## src/rtl/ysyx_25020037_wbu.sv

```systemverilog
// Write-back stage: load extraction, RF write pulse, instret, PC commit.
// One instruction in flight; accepts again only after IFU takes the commit.
module ysyx_25020037_wbu #(
  parameter int          XLEN         = 32,
  parameter int          RF_ADDR_W    = 5,
  parameter logic [31:0] PC_RESET     = 32'h8000_0000,
  parameter logic [63:0] INSTRET_INIT = 64'd0
) (
  input  logic                 clk,
  input  logic                 rst,
  input  logic                 lsu_valid,
  output logic                 wbu_ready,
  input  logic [XLEN-1:0]      lu_to_wu_bus,
  input  logic [RF_ADDR_W-1:0] wu_rd,
  input  logic                 wu_rf_we,
  input  logic                 wu_is_load,
  input  logic [2:0]           wu_ld_funct3,
  input  logic [1:0]           wu_addr_lo,
  input  logic [XLEN-1:0]      wu_dnpc,
  output logic                 rf_wen,
  output logic [RF_ADDR_W-1:0] rf_waddr,
  output logic [XLEN-1:0]      rf_wdata,
  output logic                 wbu_valid,
  input  logic                 ifu_ready,
  output logic [XLEN-1:0]      commit_pc,
  output logic [63:0]          instret,
  output logic                 wb_err
);

  typedef enum logic {IDLE, COMMIT} state_t;

  state_t state_q, state_d;

  logic            accept;
  logic            done;
  logic [7:0]      ld_b;
  logic [15:0]     ld_h;
  logic [XLEN-1:0] ld_val;
  logic            ld_err;
  logic [XLEN-1:0] wdata_d;

  assign accept = lsu_valid & wbu_ready;
  assign done   = wbu_valid & ifu_ready;

  assign ld_b = lu_to_wu_bus[{wu_addr_lo, 3'b000} +: 8];
  assign ld_h = lu_to_wu_bus[{wu_addr_lo[1], 4'b0000} +: 16];

  always_comb begin
    ld_val = '0;
    ld_err = 1'b0;
    unique case (wu_ld_funct3)
      3'b000: ld_val = {{(XLEN-8){ld_b[7]}}, ld_b};
      3'b100: ld_val = {{(XLEN-8){1'b0}}, ld_b};
      3'b001: begin
        ld_err = wu_addr_lo[0];
        ld_val = {{(XLEN-16){ld_h[15]}}, ld_h};
      end
      3'b101: begin
        ld_err = wu_addr_lo[0];
        ld_val = {{(XLEN-16){1'b0}}, ld_h};
      end
      3'b010: begin
        ld_err = |wu_addr_lo;
        ld_val = lu_to_wu_bus;
      end
      default: ld_err = 1'b1;
    endcase
    if (!wu_is_load)  wdata_d = lu_to_wu_bus;
    else if (ld_err)  wdata_d = '0;
    else              wdata_d = ld_val;
  end

  always_comb begin
    state_d = state_q;
    unique case (state_q)
      IDLE:    if (accept) state_d = COMMIT;
      COMMIT:  if (done)   state_d = IDLE;
      default: state_d = IDLE;
    endcase
  end

  always_ff @(posedge clk or negedge rst) begin
    if (!rst) begin
      state_q   <= IDLE;
      wbu_ready <= 1'b1;
      wbu_valid <= 1'b0;
      rf_wen    <= 1'b0;
      rf_waddr  <= '0;
      rf_wdata  <= '0;
      commit_pc <= PC_RESET[XLEN-1:0];
      instret   <= INSTRET_INIT;
      wb_err    <= 1'b0;
    end else begin
      state_q <= state_d;
      rf_wen  <= 1'b0;
      if (accept) begin
        rf_wen    <= wu_rf_we & (wu_rd != '0);
        rf_waddr  <= wu_rd;
        rf_wdata  <= wdata_d;
        commit_pc <= wu_dnpc;
        wbu_valid <= 1'b1;
        wbu_ready <= 1'b0;
        instret   <= instret + 64'd1;
        if (wu_is_load & ld_err) wb_err <= 1'b1;
      end else if (done) begin
        wbu_valid <= 1'b0;
        wbu_ready <= 1'b1;
      end
    end
  end

endmodule

```

## config.mk

```make
export PLATFORM = sky130hd
export DESIGN_NAME = ysyx_25020037_wbu
export DESIGN_NICKNAME = d
export VERILOG_FILES = /design/src/rtl/ysyx_25020037_wbu.sv
export SDC_FILE = /design/constraint.sdc
export NUM_CORES = 1
export LEC_CHECK = 0
export BUFFER_PORTS_ARGS = -buffer_cell sky130_fd_sc_hd__clkbuf_2
export CAP_MARGIN = 20
export CORE_MARGIN = 3
export CORE_UTILIZATION = 56
export CTS_BUF_LIST = sky130_fd_sc_hd__clkbuf_4 sky130_fd_sc_hd__clkbuf_8
export DETAILED_ROUTE_END_ITERATION = 6
export PLACE_DENSITY_LB_ADDON = 0.08
export SYNTH_ARGS = -nofsm -noshare
export SYNTH_HDL_FRONTEND = slang
export SYNTH_SLANG_ARGS = --single-unit
```

## constraint.sdc

```tcl
create_clock -name clk -period 3.52 [get_ports clk]
set_input_delay 0.704 -clock clk [delete_from_list [all_inputs] [get_ports clk]]
set_output_delay 0.704 -clock clk [all_outputs]
set_load 0.03 [all_outputs]
```

# Yosys cells after proc, flatten, opt, wreduce, memory -nomap -nowiden
# Cells that the tools add are included.
# W data, S select, Z words.
# word_totals
output_inout_bits	137
inputBits	80
wordCells	35
register_bits	137
# classes
n_addsub	1
bitwise_logic	4
n_mux	9
n_eq_ne	4
reduce_logical	7
n_shift	2
# op_table
operator	n
$pmux W32 S5	1
$add A64 B1 Y64 const B	1
$mux W32	2
$shiftx A32 B6 Y16	1
$shiftx A32 B6 Y8	1
$eq A3 B3 Y1 const B	2
$reduce_or A2 Y1	3
$mux W1	5
$reduce_bool A5 Y1	1
$and A1 B1 Y1	4
$eq A3 B1 Y1 const B	1
$eq A3 B2 Y1 const B	1
$logic_not A3 Y1	1
$pmux W1 S3	1
$reduce_and A2 Y1	1
$reduce_bool A2 Y1	1

# Depth between registers and ports, before layout
# Gate-level depths: netlist of the first run.
# depth
word_depth	5
depth_mapped	7
mapped_depth_nobuf	6

# Worst setup path after synthesis of the first run
# OpenSTA, ideal clock, no wires.
# synth_timing
kind	input-to-reg
from	in wu_addr_lo[1]
to	reg rf_wdata[26]
path_slack_ns	0.989
setup_time_ns	0.067
arrival_ns	2.465
path_buffers	2
t_required_ns	3.453
path_stages	7
cell_sequence	clkbuf_1 o31a_1 o22ai_1 nand3_1 a211oi_2 buf_2 a221o_1
# synth_via
elab_chain_len	4
word_cells_on_any_way	7
cone_classes	shift: 2; mux: 4; reduce/logical: 1
# synth_lines
item	line_no	source
start: declaration	18	input logic [1:0] wu_addr_lo,
$shiftx A32 B6 Y16, or another cell as far along	46	assign ld_h = lu_to_wu_bus[{wu_addr_lo[1], 4'b0000} +: 16];
$pmux W32 S5 / $pmux W1 S3 (equally long branches)	51	unique case (wu_ld_funct3)
$mux W32 *	69	else if (ld_err) wdata_d = '0;
$mux W32 *	68	if (!wu_is_load) wdata_d = lu_to_wu_bus;
end signal: assignment	99	rf_wdata <= wdata_d;
end: declaration	22	output logic [XLEN-1:0] rf_wdata,
# Mark *: on every way between the ends. The rest lies on a longest branch, timed or not.
# A chain may end at the register's enable or synchronous reset.

# Worst setup path in the final report of the first run
# layout_timing
from	reg instret[9]
to	reg instret[60]
# layout_via
elab_chain_len	1
# layout_lines
item	line_no	source
start: declaration	26	output logic [63:0] instret,
start signal: assignment	103	instret <= instret + 64'd1;
$add A64 B1 Y64	103	
# No other way between the ends.

==> results of run 1 <==
==> final cells by class <==
cell class / instances / area [um^2]
clock buffer: 24 / 311.5
clock inverter: 8 / 92.59
fill: 782 / 2699
inverter: 9 / 33.78
multi-input combinational: 438 / 2635
sequential: 137 / 3431
tap: 136 / 170.2
timing repair buffer: 226 / 1182
==> cell usage after synthesis (all sizes together), types with 13 or more instances <==
| cell | instances | area share, % |
|---|---|---|
| a221o | 27 | 4.3 |
| xor2 | 26 | 3.7 |
| nor3 | 20 | 2.3 |
| clkbuf | 24 | 1.4 |
| dfrtp | 135 | 54 |
| nor2b | 13 | 1.3 |
| o21ai | 16 | 1.3 |
| nand2 | 152 | 9.2 |
| nand3 | 31 | 2.5 |
| nor2 | 20 | 1.2 |
| nand4 | 15 | 1.6 |
| xnor2 | 37 | 5.2 |
==> routing by layer <==
| metal | up-vias | wire [um] | track usage [%] |
|---|---|---|---|
| li1 | 2559 | - | - |
| met1 | 2607 | 6643 | 33.85 |
| met2 | 196 | 8262 | 46.04 |
| met3 | 42 | 1145 | 7.391 |
| met4 | 0 | 492 | 11.35 |
| met5 | - | 0 | 0 |
==> per-stage QoR <==
step | cells | total power (uW) | util, % | setup WS (ns)
after floorplan | 614 | 3469 | - | 0.9887
after global placement | 945 | 4108 | 70.34 | 0.8775
after detailed placement | 945 | 4140 | 70.34 | 0.7432
after CTS | 977 | 5459 | 74.17 | 0.9442
after global routing | 978 | 5701 | 74.43 | 0.6537
final | 978 | 5423 | 74.43 | 0.9251
==> power groups by stage <==
| stage | Sequential, uW | Combinational, uW | Clock (uW) |
|---|---|---|---|
| after floorplan | 3040 | 425 | 0 |
| after global placement | 2240 | 1870 | 0 |
| after detailed placement | 2250 | 1890 | 0 |
| after CTS | 2230 | 1900 | 1330 |
| after global routing | 2290 | 2010 | 1400 |
| final | 2230 | 1880 | 1310 |
==> state kept, by name (all words and copies together) (netlist names) <==
| name | count |
|---|---|
| wbu_valid | 1 |
| commit_pc | 32 |
| wb_err | 1 |
| wbu_ready | 1 |
| rf_wen | 1 |
| rf_waddr | 5 |
| instret | 64 |
| rf_wdata | 32 |
==> layout by cell type, fill, tap and decap left out, types with 5 or more instances in the layout <==
| cell | instances |
|---|---|
| xnor2_1 | 37 |
| xor2_1 | 26 |
| o21ai_0 | 16 |
| dfrtp_1 | 135 |
| clkinv_2 | 5 |
| o22ai_1 | 5 |
| and2_1 | 6 |
| or2_2 | 5 |
| inv_1 | 9 |
| a31oi_1 | 7 |
| a221o_1 | 27 |
| and3_1 | 7 |
| nand3_1 | 31 |
| nor3_2 | 6 |
| clkbuf_8 | 21 |
| nor3_1 | 13 |
| a21oi_1 | 10 |
| clkbuf_2 | 215 |
| nor2b_1 | 13 |
| nor4_1 | 7 |
| buf_4 | 9 |
| nor2_1 | 20 |
| nand4_1 | 14 |
| nand2_1 | 151 |
==> cell families after synthesis <==
group	after synthesis	synth area share [%]
AOI/OAI and AO/OA	76	9.155
muxes	7	1.408
buffers and inverters	39	2.515
and+or+nand+nor	291	22.68
DFF	137	55.17
xor gates and xnor gates	63	8.873
adders and majority gates	1	0.2012
==> final timing paths <==
check | end | slack, ns | depth (start not counted)
min in group clk | wbu_ready$_DFFE_PN1P_ | 0.44 | 2
max in group asynchronous | commit_pc[3]$_DFFE_PN0P_ | 2.45 | 3
max | instret[60]$_DFFE_PN0P_ | 0.93 | 5
max reg2reg | instret[60]$_DFFE_PN0P_ | 0.93 | 5
min | instret[14]$_DFFE_PN0P_ | 0.17 | 1
min reg2reg | commit_pc[31]$_DFFE_PN1P_ | 0.47 | 2
==> critical path, delay by kind of cell (launching register included) <==
kind / cells / cell delay, ns
and+or+nand+nor: 4 / 1.88
DFF: 1 / 0.47
xor gates and xnor gates: 1 / 0.17
==> flow_summary.json, run 1 <==
{
  "grtUsageTotal_pct": 27.47,
  "drtIter0Drc": 342,
  "synth_edf_count": 0,
  "cts_made_buffers": 17,
  "fmax_mhz": 385.4,
  "status": "completed",
  "switching_share_pct": 40.00,
  "clock-sinks": 137,
  "drtPass1Iterations": 4,
  "criticalPathCategory": "flip-flop to flip-flop",
  "worstMarginPinSlew_ns": 0.7416,
  "via_per_inst": 5.526,
  "rows": 37,
  "antenna_cells": 0,
  "cpMostUsedCell": "nor4_1",
  "dr_total_vias": 5404,
  "p_clk_share_pct": 24.1,
  "p_per_area_nw_per_um2": 690.3,
  "rsz0062_at_grt": "false",
  "start_util_pct": 58.91,
  "setup_violations": 0,
  "worst_path_max_delay_cell": "nand4_1",
  "io_pins": 217,
  "grt_overflow": 0,
  "hold_viol_final": 0,
  "wire_per_inst_um": 16.92,
  "whs_ns": 0.1720,
  "crit_path_max_fanout": 11,
  "critPathLaunchType": "flip-flop",
  "cp-startpoint": "instret[9]$_DFFE_PN0P_",
  "maxCapViolCount": 0,
  "die_y_um": 111.4,
  "placed_area_um2": 7425,
  "power.switching_uw": 2169,
  "clock_skew_ns": 0.006030,
  "yosys_warnings": 0,
  "nNetsFinal": 910,
  "antenna_found_initial": 0,
  "design_area_um2": 7856,
  "cts_tree": "built",
  "final.setup.tns_ns": 0,
  "pwr-share-seq_pct": 41.2,
  "async_flop_share_pct": 100.0,
  "grt_pass1_wl_mm": 27.59,
  "routabilityCongestion": 0.8569,
  "grt_max_degree": 118,
  "cp.required_ns": 3.89,
  "die_area_um2": 12400,
  "root_buffer": "clkbuf_8",
  "slew_headroom_pct": 50.18,
  "grt_pass1_vias": 5565,
  "port_buffers": 216,
  "clockBufferDepth": 2,
  "post-route-period-util_pct": 73.72,
  "cp.arrival_ns": 2.97,
  "synth.avg_cell_area_um2": 10.13,
  "combPwrFrac_pct": 34.7,
  "syn_nets": 695,
  "design.core.area_um2": 10560,
  "holdCritPathClass": "input port to asynchronous set/reset pin",
  "crit_path_end_kind": "flip-flop",
  "synth_flop_cell": "dfrtp_1",
  "p_leak_uw": 0.004103,
  "cts_max_level": 4,
  "clkTransAtPathRegs_ns": 0.07,
  "synth-seq-cells": 137,
  "p_int_uw": 3254,
  "syn-instance-count": 614,
  "ant_nets": 0,
  "clock_insertion_delay_worst_skew_ns": 0.45,
  "detailed_place_hpwl_mm": 11.94,
  "slew_viol_final": 0,
  "slowest_delay_ns": 0.62,
  "netlist_area_um2": 6218,
  "die_x_um": 111.4,
  "post-cts-setup-buffer-count": 0,
  "period_needed_ns": 2.595,
  "drc": 0,
  "wl_mm": 16.54,
  "layout-drive-gt1-share_pct": 33.85,
  "postCtsHoldBufs": 0,
  "irDropWorstVdd_v": 0.0006181,
  "yosysSeqAreaShare_pct": 55.17,
  "areaGrowthSynthToFinish_pct": 26.34,
  "synth_cell_types": 46,
  "crit_chain": "nand4_2 > nor4_1 > nand4_1 > nor4_1 > xor2_1",
  "cts_resized": 0,
  "r2r-start": "instret[9]$_DFFE_PN0P_"
}
Note: power is estimated with default switching activity, not from simulation.
==> inputs of run 2 (changes only) <==
ABC_AREA = 1   (was unset)
CORE_UTILIZATION = 54   (was 56)
clock period = 2.45 ns   (was 3.52 ns; I/O delays follow)
==> run 2 against run 1 <==
Maximum frequency increased by 33%; synthesized area increased by 18%; setup slack got worse by 0.43 ns; largest power group unchanged.
==> flow_summary.json, run 2 <==
{
  "status": "completed",
  "slew_viol_final": 0,
  "syn_nets": 1041,
  "r2r_slack_ns": 0.50,
  "grt_overflow": 0,
  "nNetsFinal": 1259,
  "design.core.area_um2": 12980,
  "clock_skew_ns": 0.01076,
  "crit_path_max_fanout": 5,
  "yosys.area_share.xor_xnor_pct": 5.607,
  "yosysSeqAreaShare_pct": 46.73,
  "setup_violations": 0,
  "die_x_um": 122.6,
  "layout-drive-gt1-share_pct": 25.94,
  "synth.avg_cell_area_um2": 7.648,
  "slowest_delay_ns": 0.62,
  "cts_max_level": 4,
  "critPathBufInv": 0,
  "hold_depth": 3,
  "min_to": "commit_pc[29]$_DFFE_PN0P_",
  "clock_insertion_delay_worst_skew_ns": 0.45,
  "start_util_pct": 56.57,
  "synth_compound_area_share_pct": 6.476,
  "synthSimpleGateAreaFrac_pct": 35.72,
  "drc": 0,
  "final.setup.tns_ns": 0,
  "ys_top_cells_by_area": "dfrtp_1, nand2_1, nor2_1, nand3_1, a21oi_1",
  "syn-instance-count": 960,
  "routabilityCongestion": 0.9480,
  "netlist_area_um2": 7342,
  "synth_edf_count": 0,
  "placed_area_um2": 8622,
  "cts_made_buffers": 17,
  "synth_flop_cell": "dfrtp_1",
  "r2r_cells": 9,
  "post-route-period-util_pct": 79.61,
  "rows": 41,
  "clockBufferDepth": 2,
  "path_delay_family": "simple AND/OR/NAND/NOR gates",
  "n_fill_cell": 1133,
  "clock-sinks": 137,
  "hold_start": "wu_dnpc[29]",
  "post-cts-setup-buffer-count": 0,
  "crit_chain": "nand3_2 > nor2_4 > nand2_2 > nor2_1 > nand3_2 > nor2_4 > nand2_1 > nand2_1 > nand2_1",
  "grtUsageTotal_pct": 28.44,
  "crit_path_end_kind": "flip-flop",
  "maxCapViolCount": 0,
  "cts_resized": 0,
  "p_leak_uw": 0.004691,
  "cp-startpoint": "wbu_ready$_DFFE_PN1P_",
  "whs_ns": 0.2320,
  "period_needed_ns": 1.950,
  "r2r-end": "instret[54]$_DFFE_PN0P_",
  "rsz0062_at_grt": "false",
  "worst_path_max_delay_cell": "dfstp_2",
  "via_per_inst": 5.252,
  "yosysTopAreaCell": "dfrtp_1",
  "grt_pass1_wl_mm": 33.69,
  "worstMarginPinSlew_ns": 0.7244,
  "cp.required_ns": 2.79,
  "design_area_um2": 9034,
  "drtIter0Drc": 509,
  "synth_fa_ha_area_share_pct": 0.1704,
  "async_flop_share_pct": 100.0,
  "wl_mm": 20.77,
  "hold_viol_final": 0,
  "detailed_place_hpwl_mm": 15.72,
  "cp.arrival_ns": 2.29,
  "port_buffers": 216,
  "largest_reg_flops": 64,
  "holdCritPathClass": "input port to flip-flop",
  "r2r-start": "wbu_ready$_DFFE_PN1P_",
  "wire_per_inst_um": 15.23,
  "synth_top_family_by_area": "simple AND/OR/NAND/NOR gates",
  "yosys_warnings": 0,
  "grt_pass1_vias": 6942,
  "critPathLaunchType": "flip-flop",
  "antenna_found_initial": 0,
  "yosys-top-cells-count": "nand2_1, dfrtp_1, nor2_1",
  "muxShareOfSynthArea_pct": 0,
  "drtPass1Iterations": 5,
  "p_per_area_nw_per_um2": 927.5,
  "top_regs": "instret (64), commit_pc (32), rf_wdata (32)",
  "die_y_um": 122.6,
  "top_register": "instret",
  "synth_cell_types": 37,
  "areaGrowthSynthToFinish_pct": 23.04,
  "yosysMostFrequentCell": "nand2_1",
  "multi_input_area_um2": 3522,
  "synth-seq-cells": 137,
  "cpMostUsedCell": "nand2_1",
  "yosysTopAreaCellShare_pct": 46.01,
  "fmax_mhz": 512.7,
  "root_buffer": "clkbuf_8",
  "cts_tree": "built",
  "dr_total_vias": 7164,
  "irDropWorstVdd_v": 0.0007791,
  "final_cell_mix": "nand2_1, clkbuf_2, dfrtp_1",
  "io_pins": 217,
  "regArea_um2": 3431,
  "grt_max_degree": 70,
  "ant_nets": 0,
  "die_area_um2": 15030,
  "slew_headroom_pct": 51.70,
  "criticalPathCategory": "flip-flop to flip-flop",
  "clkTransAtPathRegs_ns": 0.08,
  "layout_commonest_cell": "nand2_1"
}
==> run 2: cell count changes in the layout (fill, tap and decap cells not counted), moves of 13 or more <==
cell,before,now
nand3_1,31,63
xnor2_1,37,22
nor2_1,20,124
inv_1,9,65
a21oi_1,10,57
nand2_1,151,318
nor2b_1,13,0
a221o_1,27,0
==> run 2: logic make-up (layout without fill, tap and decap cells) <==
logic type      Yosys count  in the layout
compound gates           88             88
xor+xnor                 47             47
fa+ha+maj                 1              1
buf+inv                  97            328
flops                   137            137
other cells               0              1
simple gates            590            590
==> run 2: final cells by class <==
class / count / area share (%)
antenna: 1 / 0.02770
clock buffer: 21 / 3.061
clock inverter: 11 / 1.357
inverter: 67 / 2.784
multi-input combinational: 726 / 38.99
sequential: 137 / 37.98
tap: 172 / 2.382
timing repair buffer: 229 / 13.42
==> run 2: repair_timing <==
action                                 4_1_cts  5_1_grt
hold buffers                                 1        0
setup endpoints to repair                    0        0
endpoints found under the hold margin       24        0
==> run 2: worst max-delay path by stage <==
stage	end	cells after the start
2_1_floorplan	instret[54]$_DFFE_PN0P_	10
3_3_place_gp	rf_wdata[22]$_DFFE_PN0P_	9
3_5_place_dp	rf_wdata[25]$_DFFE_PN0P_	9
4_1_cts	instret[54]$_DFFE_PN0P_	9
5_1_grt	instret[54]$_DFFE_PN0P_	10
6_report	instret[54]$_DFFE_PN0P_	9
==> run 2: per-layer routing <==
layer	global-route usage [%]	part of all wire, %
met1	36.11	42
met2	46.75	48
met4	10.15	2.4
met5	0	0
met3	7.880	7.6
==> run 2: power by group <==
| part | switching [uW] | internal (uW) |
|---|---|---|
| Sequential | 417 | 2900 |
| Clock | 868 | 976 |
| Combinational | 2340 | 883 |
| Total | 3620 | 4750 |
==> run 2: worst reg2reg max path, stage by stage, from the launching register on <==
cell	delay [ns]
dfstp_2	0.62
nand3_2	0.15
nor2_4	0.16
nand2_2	0.10
nor2_1	0.26
nand3_2	0.18
nor2_4	0.19
nand2_1	0.07
nand2_1	0.06
nand2_1	0.05
==> run 2: metrics by stage <==
step | worst slack (ns) | power [uW] | instances | util [%]
floorplan | 0.6824 | 5456 | 960 | -
global placement | 0.5454 | 6536 | 1330 | 66.43
detailed placement | 0.4820 | 6587 | 1330 | 66.43
CTS | 0.5256 | 8443 | 1363 | 69.58
global route | 0.4115 | 8875 | 1363 | 69.58
finish | 0.4997 | 8379 | 1364 | 69.60
==> inputs of run 3 (changes only) <==
ABC_AREA = 0   (was 1)
CORE_UTILIZATION = 52   (was 54)
clock period = 1.8 ns   (was 2.45 ns; I/O delays follow)
==> run 3 against run 2 <==
The run now ends with setup timing left; worst hold slack got worse by 0.13 ns; sequential cell count did not move; combinational power rose by 24%; first-iteration DRC count fell by 7.7%; sequential share of layout area fell by 0.50 points; die area fell by 11%; global-route usage fell by 0.87 points; total power rose by 33%; utilization rose by 10 points; sequential power rose by 31%; critical path depth fell by 3; critical endpoint is now instret[55]$_DFFE_PN0P_; highest routed layer unchanged.
==> flow_summary.json, run 3 (synthesis results as in run 1) <==
{
  "rsz0062_at_grt": "true",
  "antenna_found_initial": 0,
  "nNetsFinal": 1022,
  "holdCritPathClass": "input port to flip-flop",
  "clock_insertion_delay_worst_skew_ns": 0.44,
  "fin_cells": 1097,
  "grt_pass1_wl_mm": 28.96,
  "io_pins": 217,
  "post-route-period-util_pct": 123.4,
  "grt_pass1_vias": 6055,
  "grt_overflow": 0,
  "cp.arrival_ns": 2.59,
  "r2r-start": "instret[0]$_DFFE_PN0P_",
  "root_buffer": "clkbuf_8",
  "routabilityCongestion": 0.8455,
  "worstMarginPinSlew_ns": 0.5659,
  "cts_tree": "built",
  "design.core.area_um2": 11560,
  "crit_path_end_kind": "flip-flop",
  "rows": 39,
  "port_buffers": 216,
  "die_area_um2": 13310,
  "areaGrowthSynthToFinish_pct": 48.45,
  "clock_skew_ns": 0.01477,
  "die_y_um": 115.4,
  "wl_met2_mm": 9.872,
  "top_regs": "instret (64), commit_pc (32), rf_wdata (32)",
  "ant_nets": 0,
  "failed_checks": "setup timing",
  "via_per_inst": 5.514,
  "wl_met1_mm": 7.144,
  "cpMostUsedCell": "or4_4",
  "clockBufferDepth": 2,
  "hold_start": "wu_dnpc[31]",
  "finalPower_uw": 11110,
  "antenna_cells": 0,
  "drc": 0,
  "wl_mm": 18.81,
  "drtIter0Drc": 470,
  "hold_depth": 3,
  "start_util_pct": 53.77,
  "hold_viol_final": 0,
  "multi_input_area_um2": 3000,
  "worst_path_max_delay_cell": "or4_4",
  "top_layer": "met4",
  "drtPass1Iterations": 6,
  "layout-drive-gt1-share_pct": 48.43,
  "layout_setup_ws_ns": -0.4219,
  "detailed_place_hpwl_mm": 13.05,
  "fmax_mhz": 450.1,
  "r2r_slack_ns": -0.42,
  "setup_violations": 40,
  "top_register": "instret",
  "r2r_cells": 6,
  "critPathLaunchType": "flip-flop",
  "critPathBufInv": 1,
  "p_per_area_nw_per_um2": 1203,
  "clkTransAtPathRegs_ns": 0.09,
  "largest_reg_flops": 64,
  "criticalPathCategory": "flip-flop to flip-flop",
  "n_fill_cell": 731,
  "status": "finished with violations",
  "r2r-end": "instret[55]$_DFFE_PN0P_",
  "slowest_delay_ns": 0.60,
  "final_cell_mix": "clkbuf_2, nand2_1, dfrtp_1",
  "irDropWorstVdd_v": 0.001264,
  "regArea_um2": 3460,
  "wire_per_inst_um": 17.15,
  "path_delay_family": "simple AND/OR/NAND/NOR gates",
  "whs_ns": 0.1022,
  "clock-sinks": 137,
  "cts_max_level": 4,
  "maxCapViolCount": 0,
  "p_leak_uw": 0.004884,
  "grt_max_degree": 51,
  "min_to": "commit_pc[31]$_DFFE_PN1P_",
  "slew_headroom_pct": 62.27,
  "crit_chain": "nand3_2 > or4_4 > or4_4 > buf_12 > nor3_4 > xor2_1",
  "layout_commonest_cell": "clkbuf_2",
  "dr_total_vias": 6049,
  "crit_path_max_fanout": 8,
  "dp_cells": 1046,
  "route.met3.wl_mm": 1.203,
  "cp.required_ns": 2.16,
  "period_needed_ns": 2.222,
  "die_x_um": 115.4,
  "slew_viol_final": 0,
  "cts_made_buffers": 17,
  "grtUsageTotal_pct": 27.57
}
[run 3: cell types whose count changed in the layout (fill, tap and decap cells not counted), moves of 27 or more]
cell,before,now
a21oi_1,57,10
a221o_1,0,27
buf_4,10,104
inv_1,65,9
nand2_1,318,146
nand3_1,63,25
nor2_1,124,13
[run 3: routing by layer]
| layer | GRT usage, % | vias to the layer above |
|---|---|---|
| li1 | - | 2780 |
| met1 | 32.22 | 2968 |
| met2 | 47.26 | 249 |
| met3 | 7.947 | 52 |
| met4 | 12.05 | 0 |
| met5 | 0 | - |
[run 3: cell type report]
| class | instances | share of cell area, % |
|---|---|---|
| clock buffers | 19 | 2.833 |
| clock inverters | 13 | 1.898 |
| inverters | 9 | 0.3660 |
| multi-input cells | 438 | 32.50 |
| flip-flops and latches | 137 | 37.48 |
| well taps | 143 | 1.938 |
| repair buffers | 338 | 22.99 |
[run 3: how the worst max path moves through the flow]
stage | from | slack (ns) | cells past startpoint | to
final | instret[0]$_DFFE_PN0P_ | -0.42 | 6 | instret[55]$_DFFE_PN0P_
after global routing | instret[0]$_DFFE_PN0P_ | -0.52 | 6 | instret[49]$_DFFE_PN0P_
after CTS | instret[3]$_DFFE_PN0P_ | -0.38 | 6 | instret[51]$_DFFE_PN0P_
after detailed placement | wbu_ready$_DFFE_PN1P_ | -0.37 | 6 | instret[51]$_DFFE_PN0P_
after global placement | wbu_ready$_DFFE_PN1P_ | -0.31 | 6 | instret[49]$_DFFE_PN0P_
after floorplan | wbu_ready$_DFFE_PN1P_ | -0.42 | 6 | instret[53]$_DFFE_PN0P_
[run 3: repair_timing]
item | 4_1_cts | 5_1_grt
endpoints found under the hold margin | 40 | 0
buffers inserted | 9 | 13
cloned | 1 | 0
resized for setup | 50 | 25
hold buffers | 1 | 0
pin swaps | 36 | 26
setup endpoints to repair | 59 | 56
[run 3: metrics by stage]
step	worst slack [ns]	utilization (%)	instance area (um^2)	TNS, ns
finish	-0.4219	79.82	9231	-9.854
global route	-0.5153	79.82	9231	-14.10
CTS	-0.3779	78.26	9051	-7.695
detailed placement	-0.3743	71.65	8287	-13.19
global placement	-0.3113	71.65	8287	-10.63
floorplan	-0.4241	-	6352	-10.54
[run 3: worst reg2reg max path, stage by stage, from the launching register on]
cell and delay, ns:
dfrtp_2 0.39, nand3_2 0.10, or4_4 0.56, or4_4 0.60
buf_12 0.17, nor3_4 0.14, xor2_1 0.19
[run 3: report_power, final]
group,leakage [uW],internal [uW],switching [uW]
clock,0.000213,1570,1200
combinational,0.00293,1270,2720
sequential,0.00174,3880,458
